<file path="config.mk">
export PLATFORM = sky130hd
export DESIGN_NAME = mem_access_ctrl
export DESIGN_NICKNAME = d
export VERILOG_FILES = /design/src/rtl/mem_access_ctrl.sv
export SDC_FILE = /design/constraint.sdc
export NUM_CORES = 1
export LEC_CHECK = 0
export BUFFER_PORTS_ARGS = -buffer_cell sky130_fd_sc_hd__buf_2
export CAP_MARGIN = 40
export CORE_MARGIN = 8
export CORE_UTILIZATION = 40
export CTS_BUF_LIST = sky130_fd_sc_hd__clkbuf_8
export DETAILED_ROUTE_END_ITERATION = 8
export PLACE_DENSITY = 0.71
export SYNTH_ARGS = -nofsm -noshare
export SYNTH_HDL_FRONTEND = slang
export SYNTH_SLANG_ARGS = --single-unit
</file>
<file path="constraint.sdc">
create_clock -name clk -period 3.4 [get_ports clk]
set_input_delay 0.68 -clock clk [delete_from_list [all_inputs] [get_ports clk]]
set_output_delay 0.68 -clock clk [all_outputs]
set_load 0.01 [all_outputs]
</file>
<file path="src/rtl/mem_access_ctrl.sv">
// Memory access sequencer: turns fetch/load/store requests into cycles on a
// 16-bit combinational read / 8-bit synchronous write byte memory, holding IR and MDR.
module mem_access_ctrl #(
    parameter int          ADDR_W    = 8,
    parameter int          MEM_BYTES = 64,
    parameter logic [15:0] IR_RESET  = 16'h0000
) (
    input  logic              clk,
    input  logic              reset,
    input  logic              req_fetch,
    input  logic              req_load,
    input  logic              req_store,
    input  logic              store_byte,
    input  logic [ADDR_W-1:0] addr_in,
    input  logic [15:0]       wdata_in,
    input  logic [15:0]       mem_rd,
    output logic [ADDR_W-1:0] mem_addr,
    output logic [7:0]        mem_wd,
    output logic              mem_we,
    output logic [15:0]       instr,
    output logic [15:0]       data_out,
    output logic              busy,
    output logic              done,
    output logic              range_err
);

    typedef enum logic [2:0] {
        S_IDLE,
        S_FETCH,
        S_LOAD,
        S_ST_LO,
        S_ST_HI
    } state_t;

    state_t            r_state;
    state_t            w_state_nxt;
    logic [ADDR_W-1:0] r_addr_q;
    logic [15:0]       r_wdata_q;
    logic              r_byte_q;
    logic [ADDR_W-1:0] r_mem_addr;
    logic [15:0]       r_instr;
    logic [15:0]       r_data;
    logic              r_done;
    logic              r_err;

    logic [31:0]       w_addr_ext;
    logic              w_word_ok;
    logic              w_byte_ok;
    logic              w_accept;
    logic              w_done_nxt;
    logic              w_err_nxt;

    // Range check is done at 32 bits so addr+1 cannot wrap back into range.
    assign w_addr_ext = 32'(addr_in);
    assign w_word_ok  = (w_addr_ext + 32'd1) < 32'(MEM_BYTES);
    assign w_byte_ok  = w_addr_ext < 32'(MEM_BYTES);

    always_ff @(posedge clk) begin
        if (reset) begin
            r_state <= S_IDLE;
        end else begin
            r_state <= w_state_nxt;
        end
    end

    always_comb begin
        w_state_nxt = r_state;
        w_accept    = 1'b0;
        w_done_nxt  = 1'b0;
        w_err_nxt   = 1'b0;
        case (r_state)
            S_IDLE: begin
                if (req_fetch) begin
                    if (w_word_ok) begin
                        w_state_nxt = S_FETCH;
                        w_accept    = 1'b1;
                    end else begin
                        w_done_nxt = 1'b1;
                        w_err_nxt  = 1'b1;
                    end
                end else if (req_load) begin
                    if (w_word_ok) begin
                        w_state_nxt = S_LOAD;
                        w_accept    = 1'b1;
                    end else begin
                        w_done_nxt = 1'b1;
                        w_err_nxt  = 1'b1;
                    end
                end else if (req_store) begin
                    if (store_byte ? w_byte_ok : w_word_ok) begin
                        w_state_nxt = S_ST_LO;
                        w_accept    = 1'b1;
                    end else begin
                        w_done_nxt = 1'b1;
                        w_err_nxt  = 1'b1;
                    end
                end
            end
            S_FETCH, S_LOAD: begin
                w_state_nxt = S_IDLE;
                w_done_nxt  = 1'b1;
            end
            S_ST_LO: begin
                if (r_byte_q) begin
                    w_state_nxt = S_IDLE;
                    w_done_nxt  = 1'b1;
                end else begin
                    w_state_nxt = S_ST_HI;
                end
            end
            S_ST_HI: begin
                w_state_nxt = S_IDLE;
                w_done_nxt  = 1'b1;
            end
            default: w_state_nxt = S_IDLE;
        endcase
    end

    always_comb begin
        mem_we = 1'b0;
        mem_wd = 8'h00;
        busy   = (r_state != S_IDLE);
        case (r_state)
            S_ST_LO: begin
                mem_we = 1'b1;
                mem_wd = r_wdata_q[7:0];
            end
            S_ST_HI: begin
                mem_we = 1'b1;
                mem_wd = r_wdata_q[15:8];
            end
            default: begin
                mem_we = 1'b0;
                mem_wd = 8'h00;
            end
        endcase
    end

    // Request capture; only meaningful after an accept, so no reset needed.
    always_ff @(posedge clk) begin
        if (w_accept) begin
            r_addr_q  <= addr_in;
            r_wdata_q <= wdata_in;
            r_byte_q  <= store_byte;
        end
    end

    always_ff @(posedge clk) begin
        if (reset) begin
            r_mem_addr <= '0;
            r_instr    <= IR_RESET;
            r_data     <= 16'h0000;
            r_done     <= 1'b0;
            r_err      <= 1'b0;
        end else begin
            r_done <= w_done_nxt;
            r_err  <= w_err_nxt;
            if (w_accept) begin
                r_mem_addr <= addr_in;
            end else if ((r_state == S_ST_LO) && !r_byte_q) begin
                r_mem_addr <= r_addr_q + 1'b1;
            end
            if (r_state == S_FETCH) begin
                r_instr <= mem_rd;
            end
            if (r_state == S_LOAD) begin
                r_data <= mem_rd;
            end
        end
    end

    assign mem_addr  = r_mem_addr;
    assign instr     = r_instr;
    assign data_out  = r_data;
    assign done      = r_done;
    assign range_err = r_err;

endmodule
</file>
[Word-level counts from Yosys, hierarchy flattened]
Index checks and enable logic that the tools add are counted.
W data, S select, Z words.
Operators by class
  bitwise gates (word level): 1
  order comparisons: 2
  reduce and logical (&&, ||, !) cells: 9
  mux-type cells: 26
  $add $sub $neg: 2
  eq/ne operators: 8
Operators by type and width (number)
  $mux W3: 7
  $mux W8: 2
  $pmux W8 S2: 1
  $mux W1: 14
  $add A8 B1 Y9 const B: 1
  $lt A9 B7 Y1 const B: 1
  $add A8 B1 Y8 const B: 1
  $lt A8 B7 Y1 const B: 1
  $ne A4 B4 Y1 const B: 2
  $eq A3 B2 Y1 const B: 2
  $ne A3 B3 Y1 const B: 2
  $pmux W3 S2: 1
  $reduce_and A4 Y1: 1
  $reduce_or A2 Y1: 2
  $eq A3 B1 Y1 const B: 1
  $eq A3 B3 Y1 const B: 1
  $logic_not A3 Y1: 1
  $pmux W1 S3: 1
  $reduce_bool A3 Y1: 1
  $reduce_or A3 Y1: 1
  $reduce_bool A2 Y1: 1
  $logic_and A1 B1 Y1: 1
  $logic_not A1 Y1: 1
  $not A1 Y1: 1
Storage, ports and cells
  register bits after elaboration: 70
  output and inout bits: 52

[Longest topological paths before layout]
  word-level depth: 9
  gate-level depth with buffers: 7
  mapped depth without buffers: 5

[Worst setup path before layout]
Ideal clock, no wire load.
  kind: input port to flip-flop
  start: input req_load
  end: register r_addr_q[0], enable pin
  path buffers: 0
  stages: 4
  data arrival time: 1.797 ns
  library setup time: 0.381 ns
  path slack: 1.222 ns
  cell sequence: nor3b_1 o31a_1 nand2_2 inv_1
Between the ends
  word-level cells in the longest chain between the ends: 3
RTL lines
  from (decl): RTL line 11  | input logic req_load,
  $mux W1: RTL line 81  | end else if (req_load) begin
  $mux W1: RTL line 73  | if (req_fetch) begin
  $mux W1: RTL line 71  | case (r_state)
  net w_accept: RTL line 49  | logic w_accept;
  to (signal assigned): RTL line 142  | r_addr_q <= addr_in;
  to (decl): RTL line 37  | logic [ADDR_W-1:0] r_addr_q;
The timed path passes the listed nets, and every way through them passes these cells.
A chain may end at the register's enable or synchronous reset.

[Final worst setup path]
  start: register r_state[2]
  end: output mem_wd[2]
Between the ends
  word-level cells in the longest chain between the ends: 2
RTL lines
  from (decl): RTL line 35  | state_t r_state;
  from (signal assigned): RTL line 62  | r_state <= w_state_nxt;
  $eq A3 B3 Y1 / $eq A3 B2 Y1 (equally long branches): RTL line 123  | case (r_state)
  $pmux W8 S2 (*): RTL line 123
  to (decl): RTL line 18  | output logic [7:0] mem_wd,
Every way passes the cells marked *; elsewhere a longest branch is shown, timed or not.

==> metrics.txt <==
Hold Vio Cnt, Final=0; Setup crit start kind=flip-flop; largest net degree at the start of global routing=48; crit share post-route=71.2%; root buffer cell=clkbuf_8; post-cts resize count=0; sequential area share after synthesis=60.4%; nets=409; Reg clk slew, reported paths=0.07 ns; first-pass GRT wire length=11400 um; # DRC=0; Power Density=510 nW/um^2; Final Setup Violations=0; DRT Pass-1 Iters=6; Yosys top cell area share=32.9%; CP Max Fanout=9; IO Count=98; clk sinks=70; CTS tree=yes; die height=98.7 um; CP top delay family=simple AND/OR/NAND/NOR gates; via count=2297; CTS max path bufs=2; effective utilization at floorplan=40.7%; largest cells by area after synthesis=dfxtp_1 33%, edfxtp_1 27%, nand2_1 10%; CTS Buf Count=9; Post-Synthesis Cell Area=2740 sq um; Worst-Margin Slew=0.850 ns; Post-Synthesis Cells=268; initial detailed-routing violation count=95; die area=9740 sq um; Main synth FF type=dfxtp_1; antenna viol nets, final=0; Setup Crit Path Kind=reg -> out; post-CTS setup buffer count=0; placed inst area=3250 sq um; Arrival @ worst endpoint=1.74 ns; Routability Congestion=0.775; worst skew pair latency=0.34 ns; Synth Area per Inst=10.2 sq um; hold buffers post-CTS=0; slew margin rel.=43.4%; CP Capture Type=primary output; total power=1.76 mW; worst hold path type=reg -> reg; Max Cap Violations=0; Placement Rows=30; FFs w/ async S/R, synth=0%; Final Instance Count excl. Fillers=447; synthesized flop and latch total=70; Final Skew=0.00836 ns; Pleak=1.47 nW; placed cells=431; fmax=413 MHz; yosys warns=0; proportion of layout cells with a drive suffix above 1=35.7%; max-slew violation count=0; Synth cell types=44; hold depth=2; routed len/inst=16.1 um; Worst EP required=2.72 ns; Tot GR Track Use=14.7%; Final min period=2.42 ns; final setup TNS=0 ns; Die Wd=98.7 um; area grow syn2layout=26.6%; unrepaired setup endpoints after global routing=false; vias per cell=5.14; Synth Net Count=315; CTS H-tree depth=3; slowest CP cell=nor3b_2; EDFF count, synth=25; hpwl dp=5250 um; Reg2Reg Depth=5; critical path depth=3; Core Region=6720 sq um; input/output buffers=97; Ant. Diodes=0; Finished Cell Area=3460 sq um; GRT overflow=0; VDD IR max=222 uV; final WL=7180 um; fin util=51.5%; antenna violations before repair=0; Yosys top cell by area=dfxtp_1; status=completed; critical path, cell by cell=nor3b_2, a22o_2, buf_2; Critical Path Max Stage Delay=0.56 ns; vias in the first global route=2332; Worst Path Buf+Inv=1
## stage by stage
step                      worst slack (ns)  hold WS (ns)
after floorplan                       1.22         0.481
after global placement               0.978         0.439
after detailed placement             0.906         0.443
after CTS                            0.927         0.454
after global routing                 0.820         0.469
final                                0.979         0.453
## cells in the final DEF, fill, tap and decap left out, types with 4 or more instances in the layout
cell type and count:
nor2_1 9, nand2_1 74, inv_1 4, buf_2 97, clkbuf_8 10, nand3_1 6
a21oi_1 36, dfxtp_1 45, xnor2_1 4, edfxtp_1 25, nor3_1 5, a22o_2 8
## sequential cells by signal, summed over array words and instances (netlist names)
register	flops
r_wdata_q	16
r_addr_q	8
done	1
mem_addr	8
r_byte_q	1
range_err	1
r_state	3
data_out	16
instr	16
## routing by layer
layer	global-route usage (%)	vias to the layer above	part of all wire [%]
met5	0	-	0
met4	7.79	0	2.6
met3	4.16	14	7.4
met2	24.7	88	48
met1	16.5	1068	42
li1	-	1127	-
## kinds of logic (layout without fill, tap and decap cells)
logic type / after synthesis / after routing / share of synthesized area (%)
buf+inv: 18 / 117 / 3.61
simple gates: 115 / 115 / 19.8
compound gates: 60 / 60 / 14.5
flops: 70 / 70 / 60.4
xor+xnor: 4 / 4 / 1.28
fa+ha+maj: 1 / 1 / 0.457
## worst reg2reg max path, delay by kind of cell (launching register included)
| kind | cells | cell delay [ns] |
|---|---|---|
| flip-flops | 1 | 0.39 |
| buffers and inverters | 2 | 0.60 |
| AND/OR/NAND/NOR | 2 | 0.51 |
| AO/OA/AOI/OAI | 1 | 0.31 |
## synth_stat cells (2+ instances only)
master,count
nor3b_1,2
nand2_1,74
nand3_1,6
buf_2,4
xnor2_1,4
nor3b_2,2
inv_1,2
o221ai_1,2
dfxtp_1,45
nand4_1,2
nand2b_1,2
o31ai_1,2
nor2_1,9
edfxtp_1,25
nor3_1,5
o32ai_1,2
a22o_2,8
a21oi_1,36
clkbuf_1,8
nor2b_1,2
buf_6,3
## power breakdown
group          internal [mW]  switching (mW)
clock network          0.426           0.299
logic                 0.0513          0.0761
registers              0.898          0.0145
total                   1.38           0.389
## final timing paths
path | slack [ns] | from | end
worst max-delay path | 0.98 | r_state[2]$_SDFFE_PP0P_ | mem_wd[2]
worst min-delay path | 0.45 | instr[4]$_SDFFE_PP0P_ | instr[4]$_SDFFE_PP0P_
worst max register to register | 1.26 | r_state[0]$_SDFFE_PP0P_ | r_wdata_q[7]$_DFFE_PP_
worst min register to register | 0.45 | instr[4]$_SDFFE_PP0P_ | instr[4]$_SDFFE_PP0P_
## final cells by class
class | instances | area [sq um]
Fill cell | 632 | 3260
Tap cell | 80 | 100
Multi-Input combinational cell | 180 | 985
Clock inverter | 6 | 77.6
Sequential cell | 70 | 1650
Clock buffer | 10 | 138
Inverter | 2 | 7.51
Timing Repair Buffer | 99 | 504
(Power assumes the default switching activity.)
